[config.mk]
export PLATFORM = sky130hd
export DESIGN_NAME = cpu_sequencer
export DESIGN_NICKNAME = d
export VERILOG_FILES = /design/src/rtl/cpu_sequencer.sv
export SDC_FILE = /design/constraint.sdc
export NUM_CORES = 1
export LEC_CHECK = 0
export ABC_AREA = 1
export CAP_MARGIN = 5
export CORE_UTILIZATION = 42
export CTS_CLUSTER_SIZE = 25
export DETAILED_ROUTE_END_ITERATION = 8
export PLACE_DENSITY = 0.77
export SLEW_MARGIN = 20
export SYNTH_ARGS = -nofsm -noshare
export SYNTH_HDL_FRONTEND = slang
export SYNTH_SLANG_ARGS = --single-unit
[constraint.sdc]
create_clock -name clk -period 1.5 [get_ports clk]
set_clock_uncertainty 0.15 [all_clocks]
set_input_delay 0.45 -clock clk [delete_from_list [all_inputs] [get_ports clk]]
set_output_delay 0.45 -clock clk [all_outputs]
set_load 0.05 [all_outputs]
[src/rtl/cpu_sequencer.sv]
// ---------------------------------------------------------------------------
// cpu_sequencer
//
// Multi-cycle instruction sequencer. It fetches a 16-bit instruction from an
// external instruction memory, holds it in an instruction register for the
// control unit and datapath, updates the program counter (sequential or jump),
// produces a one-cycle register-write strobe, and counts retired instructions.
// A fetch that never gets an ack drops the sequencer into a sticky FAULT state.
// The instruction 16'hFFFF halts it. Both end states are left only by reset.
//
// Ports
//   clk             in   single clock, rising edge
//   reset           in   synchronous, active-high
//   run             in   1 = execute, 0 = stop at the next instruction boundary
//   imem_req        out  fetch request (high only in FETCH)
//   imem_addr       out  fetch address (= pc)
//   imem_ack        in   imem_data valid this cycle
//   imem_data       in   instruction word
//   command_group   out  instruction register [15:13]
//   command         out  instruction register [12:10]
//   operand         out  instruction register [9:0]
//   write_enable_in in   register-write request from the control unit
//   branch_select   in   jump-candidate flag from the control unit
//   alu_cond        in   ALU branch condition
//   reg_write       out  one-cycle register-file write strobe (WRITEBACK)
//   pc              out  program counter
//   state           out  FSM state encoding
//   halted          out  high in HALT
//   fault           out  high in FAULT (fetch timeout)
//   retired         out  completed-instruction count, wraps at 16 bits
// ---------------------------------------------------------------------------
module cpu_sequencer #(
    parameter int PC_WIDTH      = 8,
    parameter int FETCH_TIMEOUT = 15
) (
    input  logic                clk,
    input  logic                reset,
    input  logic                run,
    output logic                imem_req,
    output logic [PC_WIDTH-1:0] imem_addr,
    input  logic                imem_ack,
    input  logic [15:0]         imem_data,
    output logic [2:0]          command_group,
    output logic [2:0]          command,
    output logic [9:0]          operand,
    input  logic                write_enable_in,
    input  logic                branch_select,
    input  logic                alu_cond,
    output logic                reg_write,
    output logic [PC_WIDTH-1:0] pc,
    output logic [2:0]          state,
    output logic                halted,
    output logic                fault,
    output logic [15:0]         retired
);

    typedef enum logic [2:0] {
        S_IDLE      = 3'd0,
        S_FETCH     = 3'd1,
        S_DECODE    = 3'd2,
        S_EXECUTE   = 3'd3,
        S_WRITEBACK = 3'd4,
        S_HALT      = 3'd5,
        S_FAULT     = 3'd6
    } state_t;

    // The wait counter only has to reach FETCH_TIMEOUT-1 before the fault fires.
    localparam int WAIT_W = (FETCH_TIMEOUT < 2) ? 1 : $clog2(FETCH_TIMEOUT);
    localparam logic [WAIT_W-1:0] WAIT_LAST = WAIT_W'(FETCH_TIMEOUT - 1);

    state_t              state_q,     state_d;
    logic [PC_WIDTH-1:0] pc_q,        pc_d;
    logic [15:0]         ir_q,        ir_d;
    logic [WAIT_W-1:0]   wait_q,      wait_d;
    logic [15:0]         retired_q,   retired_d;
    logic                imem_req_q,  imem_req_d;
    logic                reg_write_q, reg_write_d;
    logic                halted_q,    halted_d;
    logic                fault_q,     fault_d;

    logic [PC_WIDTH-1:0] jump_target;

    // Jump target is the low operand bits, zero-extended if PC_WIDTH > 10.
    assign jump_target = PC_WIDTH'(ir_q[9:0]);

    always_comb begin
        state_d   = state_q;
        pc_d      = pc_q;
        ir_d      = ir_q;
        wait_d    = '0;      // counter clears whenever FETCH is not the current state
        retired_d = retired_q;

        case (state_q)
            S_IDLE: begin
                if (run) state_d = S_FETCH;
            end
            S_FETCH: begin
                // An ack in the same cycle as the last allowed wait still wins.
                if (imem_ack) begin
                    ir_d    = imem_data;
                    state_d = S_DECODE;
                end else if (wait_q == WAIT_LAST) begin
                    state_d = S_FAULT;
                end else begin
                    wait_d = wait_q + WAIT_W'(1);
                end
            end
            S_DECODE: begin
                state_d = (ir_q == 16'hFFFF) ? S_HALT : S_EXECUTE;
            end
            S_EXECUTE: begin
                pc_d = (branch_select && alu_cond) ? jump_target : pc_q + PC_WIDTH'(1);
                if (write_enable_in) begin
                    state_d = S_WRITEBACK;
                end else begin
                    // Non-writing instruction retires here; writing ones retire in WRITEBACK.
                    retired_d = retired_q + 16'd1;
                    state_d   = run ? S_FETCH : S_IDLE;
                end
            end
            S_WRITEBACK: begin
                retired_d = retired_q + 16'd1;
                state_d   = run ? S_FETCH : S_IDLE;
            end
            S_HALT:  state_d = S_HALT;
            S_FAULT: state_d = S_FAULT;
            default: state_d = S_IDLE;   // unused encoding 7 recovers to IDLE
        endcase

        // Status outputs are registered from the next state so they line up
        // exactly with the state they describe.
        imem_req_d  = (state_d == S_FETCH);
        reg_write_d = (state_d == S_WRITEBACK);
        halted_d    = (state_d == S_HALT);
        fault_d     = (state_d == S_FAULT);
    end

    always_ff @(posedge clk) begin
        if (reset) begin
            state_q     <= S_IDLE;
            pc_q        <= '0;
            ir_q        <= '0;
            wait_q      <= '0;
            retired_q   <= '0;
            imem_req_q  <= 1'b0;
            reg_write_q <= 1'b0;
            halted_q    <= 1'b0;
            fault_q     <= 1'b0;
        end else begin
            state_q     <= state_d;
            pc_q        <= pc_d;
            ir_q        <= ir_d;
            wait_q      <= wait_d;
            retired_q   <= retired_d;
            imem_req_q  <= imem_req_d;
            reg_write_q <= reg_write_d;
            halted_q    <= halted_d;
            fault_q     <= fault_d;
        end
    end

    assign imem_req      = imem_req_q;
    assign imem_addr     = pc_q;
    assign command_group = ir_q[15:13];
    assign command       = ir_q[12:10];
    assign operand       = ir_q[9:0];
    assign reg_write     = reg_write_q;
    assign pc            = pc_q;
    assign state         = state_q;
    assign halted        = halted_q;
    assign fault         = fault_q;
    assign retired       = retired_q;

endmodule

==> run_results.csv <==
group,metric,value,unit
outcome,status,"finished with violations",
outcome,violations,"setup timing",
sta,max_slew_margin,82.8,%
power_and_ir_drop,p_int,0.00203,W
die,rows,27,
clocking,clock-sinks,51,
global_routing,grt_max_degree,19,
die,die_x,78.0,um
hold_path,min_to,"retired[10]",
die,initial_core_util,43.7,%
sta,finalHoldViolations,0,
global_routing,grt_pass1_vias,2559,
routing,drt-total-wl,7.62,mm
job,maxCapViolCount,0,
critical_path,critPathArrivalTime,0.94,ns
synth,synth_area,2420,sq um
clocking,cts_root_buffer,"clkbuf_8",
global_routing,grt_pass1_wl,11.8,mm
sta,rsz0062_at_grt,"yes",
power_and_ir_drop,combPwrFrac,23.8,%
finish,finalNonFillerCells,520,
synth,yosysSeqAreaShare,42.1,%
routing,drtAntennaViolNets,0,
power_and_ir_drop,power_density,659,nW/um^2
finish,drive_above_1_share,42.0,%
routing,wl_met3,372,um
sta,finalCritPeriodShare,103,%
power_and_ir_drop,pwr-share-clk,26.0,%
clocking,cts.reportedPaths.clkPinSlew,0.08,ns
routing,wirelength_met1,3.10,mm
power_and_ir_drop,p_total,0.00289,W
critical_path,end_kind,"primary output",
critical_path,worstReg2RegEnd,"ir_q[11]",
power_and_ir_drop,p_sw,0.000865,W
routing,vias,2694,
global_routing,grt_usage,24.3,%
global_routing,antenna_found_initial,0,
sta,worst_pin_slew,0.256,ns
routing,first_iter_violations,181,
power_and_ir_drop,p_sw_share,29.9,%
sta,period_needed,1.54,ns
place,post-place-ws,-0.382,ns
hold_path,whs_path_depth,2,
critical_path,cp-start-kind,"flop",
clocking,cts_inserted_buffers,5,
place,place.gp.congestion,0.864,
place,hpwl,5.16,mm
hold_path,worstHoldPathType,"reg -> reg",
place,numPortBuffers,77,
routing,wl_per_cell,14.7,um
synth,synth_nets,370,
sta,fmax,648,MHz
critical_path,setup.worst_path.start,"retired[0]",
routing,drc,0,
finish,mostFrequentLayoutCells,"56 x nor2_1, 55 x buf_12, 53 x nand2_1",
synth,ys_types,31,
die,io_pins,78,
critical_path,critPathKind,"reg -> out",
hold_path,hold_path.startpoint,"retired[10]",
power_and_ir_drop,leakagePower,1.80,nW
sta,setup_slack,-0.0433,ns
clocking,cts_buffer_depth,2,
finish,areaGrowthSynthToFinish,81.2,%
critical_path,critPathRequiredTime,0.90,ns
die,die_y,78.0,um
die,die_area,6080,sq um
global_routing,grt_overflow,0,
clocking,cts_tree,"yes",
clocking,h-tree-depth,2,
routing,wl_met2,3.99,mm
clocking,insertion_delay,0.31,ns
finish,final_common_cell,"nor2_1",
finish,finalNetCount,474,
finish,final_core_util,79.3,%
critical_path,crit_fanout,5,
place,placedCellCount,500,
synth,syn_inst,343,
synth,synth.yosys.warnings,0,
critical_path,reg2reg_depth,7,
finish,diodes,0,
routing,highest_layer,"met4",
critical_path,r2r_start,"state[0]",
power_and_ir_drop,power_frac_seq,50.2,%
routing,firstDrtPassIters,5,
synth,synth-seq-cells,51,
routing,drt-vias-per-instance,5.18,
die,core-area,5540,sq um
critical_path,r2r_setup_slack,-0.02,ns
sta,setup_viol,12,
synth,syn_avg_cell_area,7.07,sq um
sta,report.final.slew_viol_count,0,
power_and_ir_drop,peakVddDrop,0.000531,V
## worst max-delay path by stage
stage | end | slack [ns] | cells after the start
2_1_floorplan | retired[8] | -0.006 | 8
3_3_place_gp | retired[10] | -0.30 | 7
3_5_place_dp | retired[4] | -0.38 | 8
4_1_cts | state[2] | -0.02 | 2
5_1_grt | ir_q[11] | -0.15 | 7
6_report | retired[0] | -0.04 | 2
## power by group through the flow
stage	Clock (W)	Sequential, W	Combinational (W)
5_1_grt	0.000832	0.00146	0.000727
2_1_floorplan	0	0.00163	0.000154
3_3_place_gp	0	0.00149	0.000639
3_5_place_dp	0	0.00149	0.000648
6_report	0.000753	0.00145	0.000688
4_1_cts	0.000762	0.00146	0.000647
## metrics by stage
step           hold slack [ns]   TNS, ns  instance area [sq um]
2_1_floorplan            0.280  -0.00580                   2500
5_1_grt                  0.367     -2.61                   4390
3_5_place_dp             0.307    -13.47                   3970
6_report                 0.336    -0.162                   4390
3_3_place_gp             0.297    -11.53                   3970
4_1_cts                  0.336   -0.0359                   4150
## final cells by class
class | instances | area, sq um
Inverter | 40 | 160
Clock buffer | 6 | 72.6
Clock inverter | 2 | 7.51
Timing Repair Buffer | 111 | 1610
Multi-Input combinational cell | 238 | 1330
Tap cell | 72 | 90.1
Sequential cell | 51 | 1120
Fill cell | 351 | 1150
## routing by layer
metal / vias to the layer above / global-route usage, %
met4: 0 / 8.33
met5: - / 0
met2: 100 / 43.6
met1: 1269 / 29.1
li1: 1310 / -
met3: 15 / 4.00
## flip-flops by register name (all words and copies together), names as in the netlist
name,count
imem_addr,8
state,3
halted,1
ir_q,16
imem_req,1
wait_q,4
reg_write,1
retired,16
fault,1
## timing repair
item	CTS	global route
resized for setup	32	61
setup buffers	6	9
pin swaps	4	14
setup endpoints to repair	31	53
hold buffers	0	0
gates cloned	0	1
## cell usage after synthesis (all sizes together)
cell	number	area (sq um)
xnor2	1	8.76
nand2	67	279
nand3b	1	7.51
clkinv	1	3.75
a21boi	1	7.51
nand3	17	97.6
ha	4	50.1
o211a	2	20.0
o21ai	37	185
dfxtp	51	1020
nor3	9	45.0
inv	39	146
a31oi	1	6.26
nor2	65	262
buf	12	87.6
o21bai	2	15.0
clkbuf	2	17.5
nand4	4	25.0
a21oi	26	130
xor2	1	8.76
## cells by family after synthesis
| kind of cell | share of synthesized area, % |
|---|---|
| adder cells (fa/ha/maj) | 2.07 |
| AO/OA/AOI/OAI | 15.0 |
| XOR/XNOR | 0.723 |
| flip-flops | 42.1 |
| buffers and inverters | 10.5 |
| AND/OR/NAND/NOR | 29.5 |
## critical path: stages, from the launching register on
cell and delay (ns):
dfxtp_4 0.38, buf_6 0.12, buf_12 0.13
(Power assumes the default switching activity.)
